<file path="src/rtl/bin_decode_pkg.sv">
// Shared types and the decode helper for the streaming binary decoder.
package bin_decode_pkg;

    // Widest output vector any instance may request.
    localparam int unsigned VEC_MAX_W = 256;

    typedef enum logic [1:0] {
        MODE_ONEHOT = 2'b00,
        MODE_THERM  = 2'b01,
        MODE_INV    = 2'b10,
        MODE_RSVD   = 2'b11
    } mode_e;

    // Decoded value of output bit idx for index bin in a vector of the
    // given width. Bits at or beyond the width are always clear.
    function automatic logic decode_bit(
        input logic [31:0]  bin,
        input mode_e        mode,
        input int unsigned  idx,
        input int unsigned  width
    );
        logic b;
        b = 1'b0;
        if (idx < width) begin
            case (mode)
                MODE_ONEHOT: b = (idx == bin);
                MODE_THERM:  b = (idx <= bin);
                MODE_INV:    b = (idx != bin);
                default:     b = 1'b0;
            endcase
        end else begin
            b = 1'b0;
        end
        return b;
    endfunction

endpackage

</file>
<file path="src/rtl/bin_decode_stream_skid_buf.sv">
// Two-entry valid/ready buffer: one output register plus one skid entry.
// in_ready is registered and equals "skid entry empty", so there is no
// combinational path from out_ready to in_ready.
module skid_buf #(
    parameter int W = 17
) (
    input  logic         clk,
    input  logic         reset_n,
    input  logic         in_valid,
    output logic         in_ready,
    input  logic [W-1:0] in_data,
    output logic         out_valid,
    input  logic         out_ready,
    output logic [W-1:0] out_data
);

    logic         r_out_valid;
    logic [W-1:0] r_out_data;
    logic         r_skid_valid;
    logic [W-1:0] r_skid_data;
    logic         r_ready;

    logic         w_in_fire;
    logic         w_out_fire;
    logic         w_out_valid_nxt;
    logic [W-1:0] w_out_data_nxt;
    logic         w_skid_valid_nxt;
    logic [W-1:0] w_skid_data_nxt;

    // Next-state: refill the output register from skid first, then from input.
    always_comb begin
        w_in_fire        = in_valid && r_ready;
        w_out_fire       = r_out_valid && out_ready;
        w_out_valid_nxt  = r_out_valid;
        w_out_data_nxt   = r_out_data;
        w_skid_valid_nxt = r_skid_valid;
        w_skid_data_nxt  = r_skid_data;
        if (!r_out_valid || w_out_fire) begin
            if (r_skid_valid) begin
                w_out_valid_nxt  = 1'b1;
                w_out_data_nxt   = r_skid_data;
                w_skid_valid_nxt = 1'b0;
            end else if (w_in_fire) begin
                w_out_valid_nxt  = 1'b1;
                w_out_data_nxt   = in_data;
            end else begin
                w_out_valid_nxt  = 1'b0;
            end
        end else begin
            if (w_in_fire) begin
                w_skid_valid_nxt = 1'b1;
                w_skid_data_nxt  = in_data;
            end else begin
                w_skid_valid_nxt = r_skid_valid;
            end
        end
    end

    // Storage registers; reset empties both entries and holds off the upstream.
    always_ff @(posedge clk) begin
        if (!reset_n) begin
            r_out_valid  <= 1'b0;
            r_out_data   <= '0;
            r_skid_valid <= 1'b0;
            r_skid_data  <= '0;
            r_ready      <= 1'b0;
        end else begin
            r_out_valid  <= w_out_valid_nxt;
            r_out_data   <= w_out_data_nxt;
            r_skid_valid <= w_skid_valid_nxt;
            r_skid_data  <= w_skid_data_nxt;
            r_ready      <= !w_skid_valid_nxt;
        end
    end

    assign in_ready  = r_ready;
    assign out_valid = r_out_valid;
    assign out_data  = r_out_data;

endmodule

</file>
<file path="src/rtl/bin_decode_stream.sv">
// Streaming binary decoder: one-hot / thermometer / inverted one-hot with
// range checking, a two-entry output buffer and a saturating error counter.
module bin_decode_stream
    import bin_decode_pkg::*;
#(
    parameter int BIN_W     = 4,
    parameter int ONE_HOT_W = 16,
    parameter int CNT_W     = 8
) (
    input  logic                 clk,
    input  logic                 reset_n,
    input  logic                 valid_i,
    output logic                 ready_o,
    input  logic [BIN_W-1:0]     bin_i,
    input  logic [1:0]           mode_i,
    output logic                 valid_o,
    input  logic                 ready_i,
    output logic [ONE_HOT_W-1:0] vec_o,
    output logic                 err_o,
    output logic [CNT_W-1:0]     err_cnt_o
);

    generate
        if (BIN_W < 1 || BIN_W > 8 || ONE_HOT_W < 1 || ONE_HOT_W > (2 ** BIN_W) ||
            ONE_HOT_W > int'(VEC_MAX_W) || CNT_W < 1) begin : g_bad_params
            $error("bin_decode_stream: illegal BIN_W/ONE_HOT_W/CNT_W combination");
        end
    endgenerate

    typedef struct packed {
        logic [ONE_HOT_W-1:0] vec;
        logic                 err;
    } result_t;

    localparam int             RES_W   = $bits(result_t);
    localparam logic [BIN_W:0] LIMIT   = (BIN_W + 1)'(ONE_HOT_W);
    localparam logic [CNT_W-1:0] CNT_MAX = {CNT_W{1'b1}};

    logic             w_ready;
    logic             w_accept;
    logic             w_range_err;
    logic             w_mode_err;
    result_t          w_res;
    result_t          w_out_res;
    logic [RES_W-1:0] w_out_bits;
    logic [CNT_W-1:0] r_err_cnt;

    assign w_accept    = valid_i && w_ready;
    assign w_range_err = ({1'b0, bin_i} >= LIMIT);
    assign w_mode_err  = (mode_i == MODE_RSVD);

    // Decode the request at accept time; errors force an all-zero vector.
    always_comb begin
        w_res     = '0;
        w_res.err = w_range_err || w_mode_err;
        if (w_res.err) begin
            w_res.vec = '0;
        end else begin
            for (int unsigned i = 0; i < ONE_HOT_W; i++) begin
                w_res.vec[i] = decode_bit(32'(bin_i), mode_e'(mode_i), i, ONE_HOT_W);
            end
        end
    end

    // Count accepted error requests, saturating at the all-ones value.
    always_ff @(posedge clk) begin
        if (!reset_n) begin
            r_err_cnt <= '0;
        end else if (w_accept && w_res.err && (r_err_cnt != CNT_MAX)) begin
            r_err_cnt <= r_err_cnt + CNT_W'(1);
        end else begin
            r_err_cnt <= r_err_cnt;
        end
    end

    skid_buf #(
        .W (RES_W)
    ) u_skid (
        .clk       (clk),
        .reset_n   (reset_n),
        .in_valid  (valid_i),
        .in_ready  (w_ready),
        .in_data   (w_res),
        .out_valid (valid_o),
        .out_ready (ready_i),
        .out_data  (w_out_bits)
    );

    assign w_out_res = w_out_bits;
    assign ready_o   = w_ready;
    assign vec_o     = w_out_res.vec;
    assign err_o     = w_out_res.err;
    assign err_cnt_o = r_err_cnt;

endmodule
</file>
<file path="config.mk">
export PLATFORM = sky130hd
export DESIGN_NAME = bin_decode_stream
export DESIGN_NICKNAME = d
export VERILOG_FILES = /design/src/rtl/bin_decode_pkg.sv /design/src/rtl/bin_decode_stream_skid_buf.sv /design/src/rtl/bin_decode_stream.sv
export SDC_FILE = /design/constraint.sdc
export NUM_CORES = 1
export LEC_CHECK = 0
export ABC_AREA = 1
export CORE_MARGIN = 3
export CORE_UTILIZATION = 53
export DETAILED_ROUTE_END_ITERATION = 16
export HOLD_SLACK_MARGIN = 0.12
export PLACE_DENSITY = 0.79
export SLEW_MARGIN = 20
export SYNTH_ARGS = -nofsm -noshare
export SYNTH_HDL_FRONTEND = slang
export SYNTH_SLANG_ARGS = --single-unit
</file>
<file path="constraint.sdc">
create_clock -name clk -period 1.87 [get_ports clk]
set_input_delay 0.2805 -clock clk [delete_from_list [all_inputs] [get_ports clk]]
set_output_delay 0.2805 -clock clk [all_outputs]
set_load 0.005 [all_outputs]
</file>
# [Word-level counts from Yosys, hierarchy flattened]
# Cells that the tools add are included.
[word_totals] regBits=45 word_cells=93 output_inout_bits=27
[classes] n_reduce_logical=13 n_mux=23 bitwise=1 n_addsub=1 magnitude_cmp=15 n_eq_ne=34
[ops] cell="case mux 1 bit (3 select lines)" count=16
[ops] cell="two-way mux 17 bit" count=2
[ops] cell="equality test 4 bit, first input constant" count=8
[ops] cell="less-or-equal comparator 4 bit, first input constant" count=8
[ops] cell="!= test 4 bit, first input constant" count=8
[ops] cell="equality test 3 x 4 -> 1 bit, first input constant" count=4
[ops] cell="less-or-equal comparator 3 x 4 -> 1 bit, first input constant" count=4
[ops] cell="two-way mux 16 bit" count=1
[ops] cell="!= test 3 x 4 -> 1 bit, first input constant" count=4
[ops] cell="adder 8 x 1 -> 8 bit, second input constant" count=1
[ops] cell="equality test 2 x 4 -> 1 bit, first input constant" count=2
[ops] cell="less-or-equal comparator 2 x 4 -> 1 bit, first input constant" count=2
[ops] cell="!= test 2 x 4 -> 1 bit, first input constant" count=2
[ops] cell="!= test 8 bit, second input constant" count=1
[ops] cell="equality test 1 x 4 -> 1 bit, first input constant" count=1
[ops] cell="equality test 2 bit, second input constant" count=2
[ops] cell="less-or-equal comparator 1 x 4 -> 1 bit, first input constant" count=1
[ops] cell="logical AND 1 bit" count=4
[ops] cell="zero test 4 bit" count=1
[ops] cell="two-way mux 1 bit" count=4
[ops] cell="!= test 1 x 4 -> 1 bit, first input constant" count=1
[ops] cell="AND reduction 2 bit" count=2
[ops] cell="nonzero test 4 bit" count=1
[ops] cell="equality test 2 x 1 -> 1 bit, second input constant" count=1
[ops] cell="other kinds (5)" count=6

# [Longest topological paths before layout]
# Gate-level depths: netlist (run 1).
[depth] ltp_word=5 mapped_depth=9 depth_no_buf=8

# [Cells and area by module]
# A second synthesis (run 1) with hierarchy kept.
[unflattened] hier_cells=428 hier_area_um2=2605.0
[by_module_without_submodules] mod="skid_buf" seq_area_each_um2=740.7 area_each_um2=1721.7 n_inst=1 cells_per_inst=268
[by_module_without_submodules] mod="bin_decode_stream" seq_area_each_um2=160.2 area_each_um2=883.3 n_inst=1 cells_per_inst=160

# [Worst setup path before layout (run 1)]
# Ideal clock, no wire load.
[synth_path] path_kind="register to register" start="reg r_err_cnt[0], in the netlist err_cnt_o[0]" end="reg r_err_cnt[7], in the netlist err_cnt_o[7]" stages_incl_launch_ff=9 arrival_ns=1.206 path_buffers=0 setup_time_ns=0.132 synth_period_minus_slack_ns=1.338 path_slack_ns=0.532 path_cell_list="dfxtp_1 ha_1 nand3_1 nor2_1 nand2_1 nand2_2 clkinv_2 nand2_1 a21oi_1"
[synth_between] elab_chain_len=2
[synth_lines] item="start, declared" line_no="bin_decode_stream.sv:46" source="logic [CNT_W-1:0] r_err_cnt;"
[synth_lines] item="start signal, assigned" line_no="bin_decode_stream.sv:70" source="r_err_cnt <= r_err_cnt + CNT_W'(1);"
[synth_lines] item="start signal, assigned" line_no="bin_decode_stream.sv:72" source="r_err_cnt <= r_err_cnt;"
[synth_lines] item="branches (longest 2 deep; another with adder 8 x 1 -> 8 bit)"
# Parallel ways; which one is timed is not known.
# A chain may end at the register's enable or synchronous reset.

# [Final worst setup path (run 1)]
[layout_path] start="reg r_err_cnt[2], in the netlist err_cnt_o[2]" end="out err_cnt_o[2]"
[layout_rtl] item="end, declared" line_no="bin_decode_stream.sv:20" source="output logic [CNT_W-1:0] err_cnt_o"
# No word-level cell between the ends.

==> results of run 1 <==
[layout by cell type, fill, tap and decap left out]
master           Yosys  layout
inv_6                0       1
inv_4                1       1
nor2_4               1       1
nor2_1              50      50
o21ai_0             37      37
bufinv_16            0       2
o21ai_1              7       7
nand2_2              3       3
ha_1                 1       1
xor2_1               2       2
nand3_1             25      25
a21o_1               1       1
inv_1               28      28
clkdlybuf4s50_1      0      36
xnor2_1              1       1
nand2_1             95      95
clkinv_2             1       1
inv_2                4       4
a211oi_1             1       1
buf_4                2      17
nor2_2               6       6
o211ai_1             1       1
dfxtp_1             45      45
clkbuf_8             0       5
a21oi_1             40      40
nand4_1              2       2
a31oi_1              2       2
[final timing paths]
kind	slack (ns)	from	to
max	0.32	err_cnt_o[2]$_SDFFE_PN0P_	err_cnt_o[2]
min	0.49	u_skid.out_data[0]$_SDFFE_PN0P_	u_skid.out_data[0]$_SDFFE_PN0P_
max reg2reg	0.35	err_cnt_o[0]$_SDFFE_PN0P_	err_cnt_o[2]$_SDFFE_PN0P_
min reg2reg	0.49	u_skid.out_data[0]$_SDFFE_PN0P_	u_skid.out_data[0]$_SDFFE_PN0P_
[worst register-to-register path, stage by stage, from the launching register on]
cell	delay, ns
dfxtp_1	0.42
ha_1	0.24
nand3_1	0.09
nor2_1	0.14
nand2_1	0.08
nand2_2	0.15
clkinv_2	0.15
nand2_1	0.09
a21oi_1	0.06
[metal layers]
metal / GRT usage [%] / up-vias / routed length [um]
met5: 0 / - / 0
met4: 7.79 / 0 / 74
met3: 3.86 / 7 / 276
met2: 38.9 / 67 / 2840
met1: 31.9 / 1101 / 2780
li1: - / 1280 / -
[synth_stat cells]
cell type and count:
inv_1 28, inv_4 1, buf_6 1, o21ai_0 37, buf_2 6, nand3_1 25
a211oi_1 1, xnor2_1 1, xor2_1 2, o211ai_1 1, dfxtp_1 45, nor2_2 6
a21o_1 1, buf_4 2, ha_1 1, nand2_2 3, clkbuf_1 5, clkbuf_2 1
o21ai_1 7, nor2_1 50, nand2_1 95, inv_2 4, a21oi_1 40, nor2_4 1
a31oi_1 2, nand4_1 2, buf_1 1, clkinv_2 1
[flip-flops by register name, summed over array words and instances, names as in the netlist]
signal	count
u_skid.r_skid_valid	1
u_skid.in_ready	1
u_skid.r_skid_data	17
u_skid.out_data	17
u_skid.out_valid	1
err_cnt_o	8
[report_power, final]
part | leakage, nW | internal, mW | switching, mW
combinational | 0.935 | 0.152 | 0.187
clock | 0.0687 | 0.538 | 0.346
sequential | 0.367 | 0.997 | 0.0190
[metrics by stage]
step                worst slack (ns)  utilization, %  total power [mW]
floorplan                      0.532               -              1.22
global placement              0.0316            68.2              1.37
detailed placement            0.0491            68.2              1.37
CTS                            0.318            71.5              2.25
global route                   0.214            71.5              2.33
finish                         0.320            71.5              2.24
[kinds of logic (layout without fill, tap and decap cells)]
group	after synthesis	count (layout)	share of synthesized area [%]
simple gates	182	182	31.8
compound gates	89	89	19.3
buf+inv	50	95	9.12
flops	45	45	38.2
xor+xnor	3	3	1.11
fa+ha+maj	1	1	0.530
[layout make-up]
type,instances,area share [%]
multi-input combinational,275,42.0
clock buffer,5,2.32
clock inverter,3,2.32
tap,50,2.11
timing repair buffer,53,16.5
inverter,34,4.43
sequential,45,30.4
==> results.cfg, run 1 <==
[logic_synthesis]
syn_area_sq_mm = 0.00236
synthTopCellsByArea = dfxtp_1 38%, nand2_1 15%, a21oi_1 8.5%, nor2_1 8.0%, o21ai_0 7.8%
synth_seq_cells = 45
postSynthAreaPerCell_sq_um = 6.38
ys_warn_count = 0
syn_inst = 370
synth_top_area_cell = dfxtp_1
ys_types = 28
yosysSeqAreaShare_pct = 38.2
synth_nets = 381
yosysTopAreaCellShare_pct = 38.2

[placement]
globalplace.congestion = 0.949
portBuffers = 36
dp_hpwl_um = 4300
dpl.cell_count = 457
placed_cell_area_sq_mm = 0.00283

[detailed_routing]
drt-total-wl_um = 5960
dr.pass1.iters = 4
drc = 0
wire_per_inst_um = 12.8
first_iter_violations = 118
final_antenna_net_count = 0
via_per_inst = 5.28
vias = 2455

[clocking]
cts_buffers = 5
cts_sinks = 45
clk_path_buf_depth = 2
clk-insertion-delay-late_ns = 0.30
ctsRootBufferMaster = clkbuf_8
htree_levels = 2
path_clk_slew_ns = 0.09
cts_tree = done
cts_resized = 0
cts.hold.buffers_added = 0
postCtsSetupBuffers = 0

[global_route]
grt_pass1_vias = 2182
antenna_found_initial = 0
grt_max_degree = 20
grt_util_all_layers_pct = 23.8
grt_pass1_wl_um = 9960
grt_overflow = 0

[critical_path]
worst-path-buf-inv = 1
path_class = reg -> out
cp.required_ns = 1.59
path_max_fanout = 6
critPathArrivalTime_ns = 1.27
cp_slowest_cell = clkdlybuf4s50_1
worstSetupEndpointType = output port
startpoint_type = register
path_depth = 1
reg2reg_depth = 8
crit_path_cell_trace = clkdlybuf4s50_1
max_stage_delay_ns = 0.54
crit_family = buffers and inverters

[layout]
fillers = 375
fin_cells = 465
drive_gt1_share_pct = 9.88
final_nets = 425
area_growth_pct = 25.6
antennaDiodeCount = 0
regArea_sq_um = 901
multi_input_area_sq_mm = 0.00124
final_cell_area_sq_mm = 0.00296

[sta]
finalCritPeriodShare_pct = 82.9
finalHoldViolCount = 0
rsz0062_at_grt = no
maxSlewHeadroom_pct = 66.0
timing.fmax_mhz = 645
slew_viol_final = 0
setup_violations = 0
skew_ns = 0.00746
worstMarginPinSlew_ns = 0.508
fin_crit_ns = 1.55
finalSetupTns_ns = 0
whs_ns = 0.495

[floorplanning]
coreArea_sq_mm = 0.00414
design.die.area_sq_mm = 0.00529
rows = 23
io_pins = 37
die_height_um = 72.7
start_util_pct = 56.9
die_w_um = 72.7

[pwr]
peakVddDrop_mv = 0.448
leakagePower_nw = 1.37
power.density_mw_per_mm2 = 755

[hold_path]
hold_class = reg -> reg
whs_path_depth = 2

[outcome]
outcome = completed

[flow_run]
maxCapViolCount = 0
Note: power is estimated with default switching activity, not from simulation.
==> run 2, diff against run 1 <==
==> constraint.sdc (replaced) <==
create_clock -name clk -period 1.5 [get_ports clk]
set_input_delay 0.225 -clock clk [delete_from_list [all_inputs] [get_ports clk]]
set_output_delay 0.225 -clock clk [all_outputs]
set_load 0.005 [all_outputs]
==> results.cfg, run 2 (synthesis gave the netlist of run 1 again) <==
[detailed_routing]
drt-total-wl_um = 6070
dr.pass1.iters = 4
first_iter_violations = 176
drc = 0
final_antenna_net_count = 0
via_per_inst = 5.23
vias = 2512
wire_per_inst_um = 12.6

[critical_path]
reg2reg_depth = 8
max_stage_delay_ns = 0.52
path_class = reg -> out
path_depth = 1
cp_slowest_cell = clkdlybuf4s50_1
r2r_end = err_cnt_o[1]$_SDFFE_PN0P_
crit_family = buffers and inverters
worstSetupEndpointType = output port
endpoint = err_cnt_o[2]
critPathArrivalTime_ns = 1.21
startpoint = err_cnt_o[2]$_SDFFE_PN0P_
ff2ff_setup_slack_ns = 0.13
cp.required_ns = 1.27
worst-path-buf-inv = 1
rr_startpoint = err_cnt_o[1]$_SDFFE_PN0P_
path_max_fanout = 6
startpoint_type = register
crit_path_cell_trace = clkdlybuf4s50_1

[pwr]
total_power_mw = 2.62
leakagePower_nw = 1.49
peakVddDrop_mv = 0.624
power.density_mw_per_mm2 = 850

[sta]
timing.fmax_mhz = 696
finalCritPeriodShare_pct = 95.8
setup_violations = 0
maxSlewHeadroom_pct = 79.9
rsz0062_at_grt = no
slew_viol_final = 0
finalHoldViolCount = 0
worstMarginPinSlew_ns = 0.301
skew_ns = 0.0106
fin_crit_ns = 1.44

[layout]
area_growth_pct = 30.4
final_nets = 440
drive_gt1_share_pct = 14.7
fin_cells = 480
final_common_cell = nand2_1
antennaDiodeCount = 0
final_cell_mix = 95 x nand2_1, 49 x nor2_1, 40 x a21oi_1, 39 x dfxtp_1, 37 x o21ai_0

[global_route]
grt_max_degree = 19
grt_overflow = 0
grt_util_all_layers_pct = 24.2
grt_pass1_wl_um = 10200
grt_pass1_vias = 2333
antenna_found_initial = 0

[placement]
dp_hpwl_um = 4450
globalplace.congestion = 0.946
portBuffers = 36
dpl.cell_count = 472

[floorplanning]
die_height_um = 72.7
die_w_um = 72.7
start_util_pct = 56.9
design.die.area_sq_mm = 0.00529
rows = 23
io_pins = 37
coreArea_sq_mm = 0.00414

[flow_run]
maxCapViolCount = 0

[outcome]
outcome = completed

[clocking]
htree_levels = 2
cts_buffers = 5
cts_tree = done
clk_path_buf_depth = 2
path_clk_slew_ns = 0.09
cts_sinks = 45
ctsRootBufferMaster = clkbuf_8
clk-insertion-delay-late_ns = 0.30

[hold_path]
hold_class = reg -> reg
min-delay-start = u_skid.out_data[0]$_SDFFE_PN0P_
run 2: worst min path at each step:
stage	depth (start not counted)	to
CTS	2	u_skid.out_data[0]$_SDFFE_PN0P_
finish	2	u_skid.out_data[0]$_SDFFE_PN0P_
floorplan	3	u_skid.r_skid_valid$_SDFF_PN0_
detailed placement	2	u_skid.out_data[0]$_SDFFE_PN0P_
global route	2	err_cnt_o[4]$_SDFFE_PN0P_
global placement	2	u_skid.out_data[0]$_SDFFE_PN0P_
run 2: per-stage QoR:
stage / setup TNS (ns) / instance area (sq um) / setup slack, ns / utilization [%] / hold WS (ns)
2_1_floorplan: 0 / 2360 / 0.162 / - / 0.386
3_3_place_gp: -4.94 / 2940 / -0.184 / 70.9 / 0.461
3_5_place_dp: -5.95 / 2940 / -0.219 / 70.9 / 0.472
4_1_cts: 0 / 3050 / 0.00769 / 73.7 / 0.493
5_1_grt: 0 / 3080 / 0.00529 / 74.3 / 0.529
6_report: 0 / 3080 / 0.0636 / 74.3 / 0.489
run 2: per-layer routing:
layer	vias to the layer above	track usage [%]	part of all wire, %
li1	1314	-	-
met1	1118	30.4	46
met2	73	42.0	47
met3	7	3.99	5.3
met4	0	8.20	1.3
met5	-	0	0
run 2: cell type report:
class	instances	area, sq um
Timing Repair Buffer	68	613
Clock buffer	6	72.6
Multi-Input combinational cell	275	1250
Clock inverter	2	38.8
Sequential cell	45	908
Inverter	34	131
Tap cell	50	62.6
Fill cell	337	1070
run 2: where the power goes:
| part | switching (mW) | internal, mW |
|---|---|---|
| clock network | 0.402 | 0.500 |
| logic | 0.239 | 0.208 |
| registers | 0.0237 | 1.24 |
run 2: what timing repair did:
item	4_1_cts	5_1_grt
resized for setup	2	12
buffers inserted	0	0
endpoints found under the setup margin	2	26
hold buffers	0	0
cloned	0	0
run 2: worst min-delay path, stage by stage (launching register included):
cell and delay [ns]:
dfxtp_1 0.33, nor2_1 0.05, nor2_1 0.08
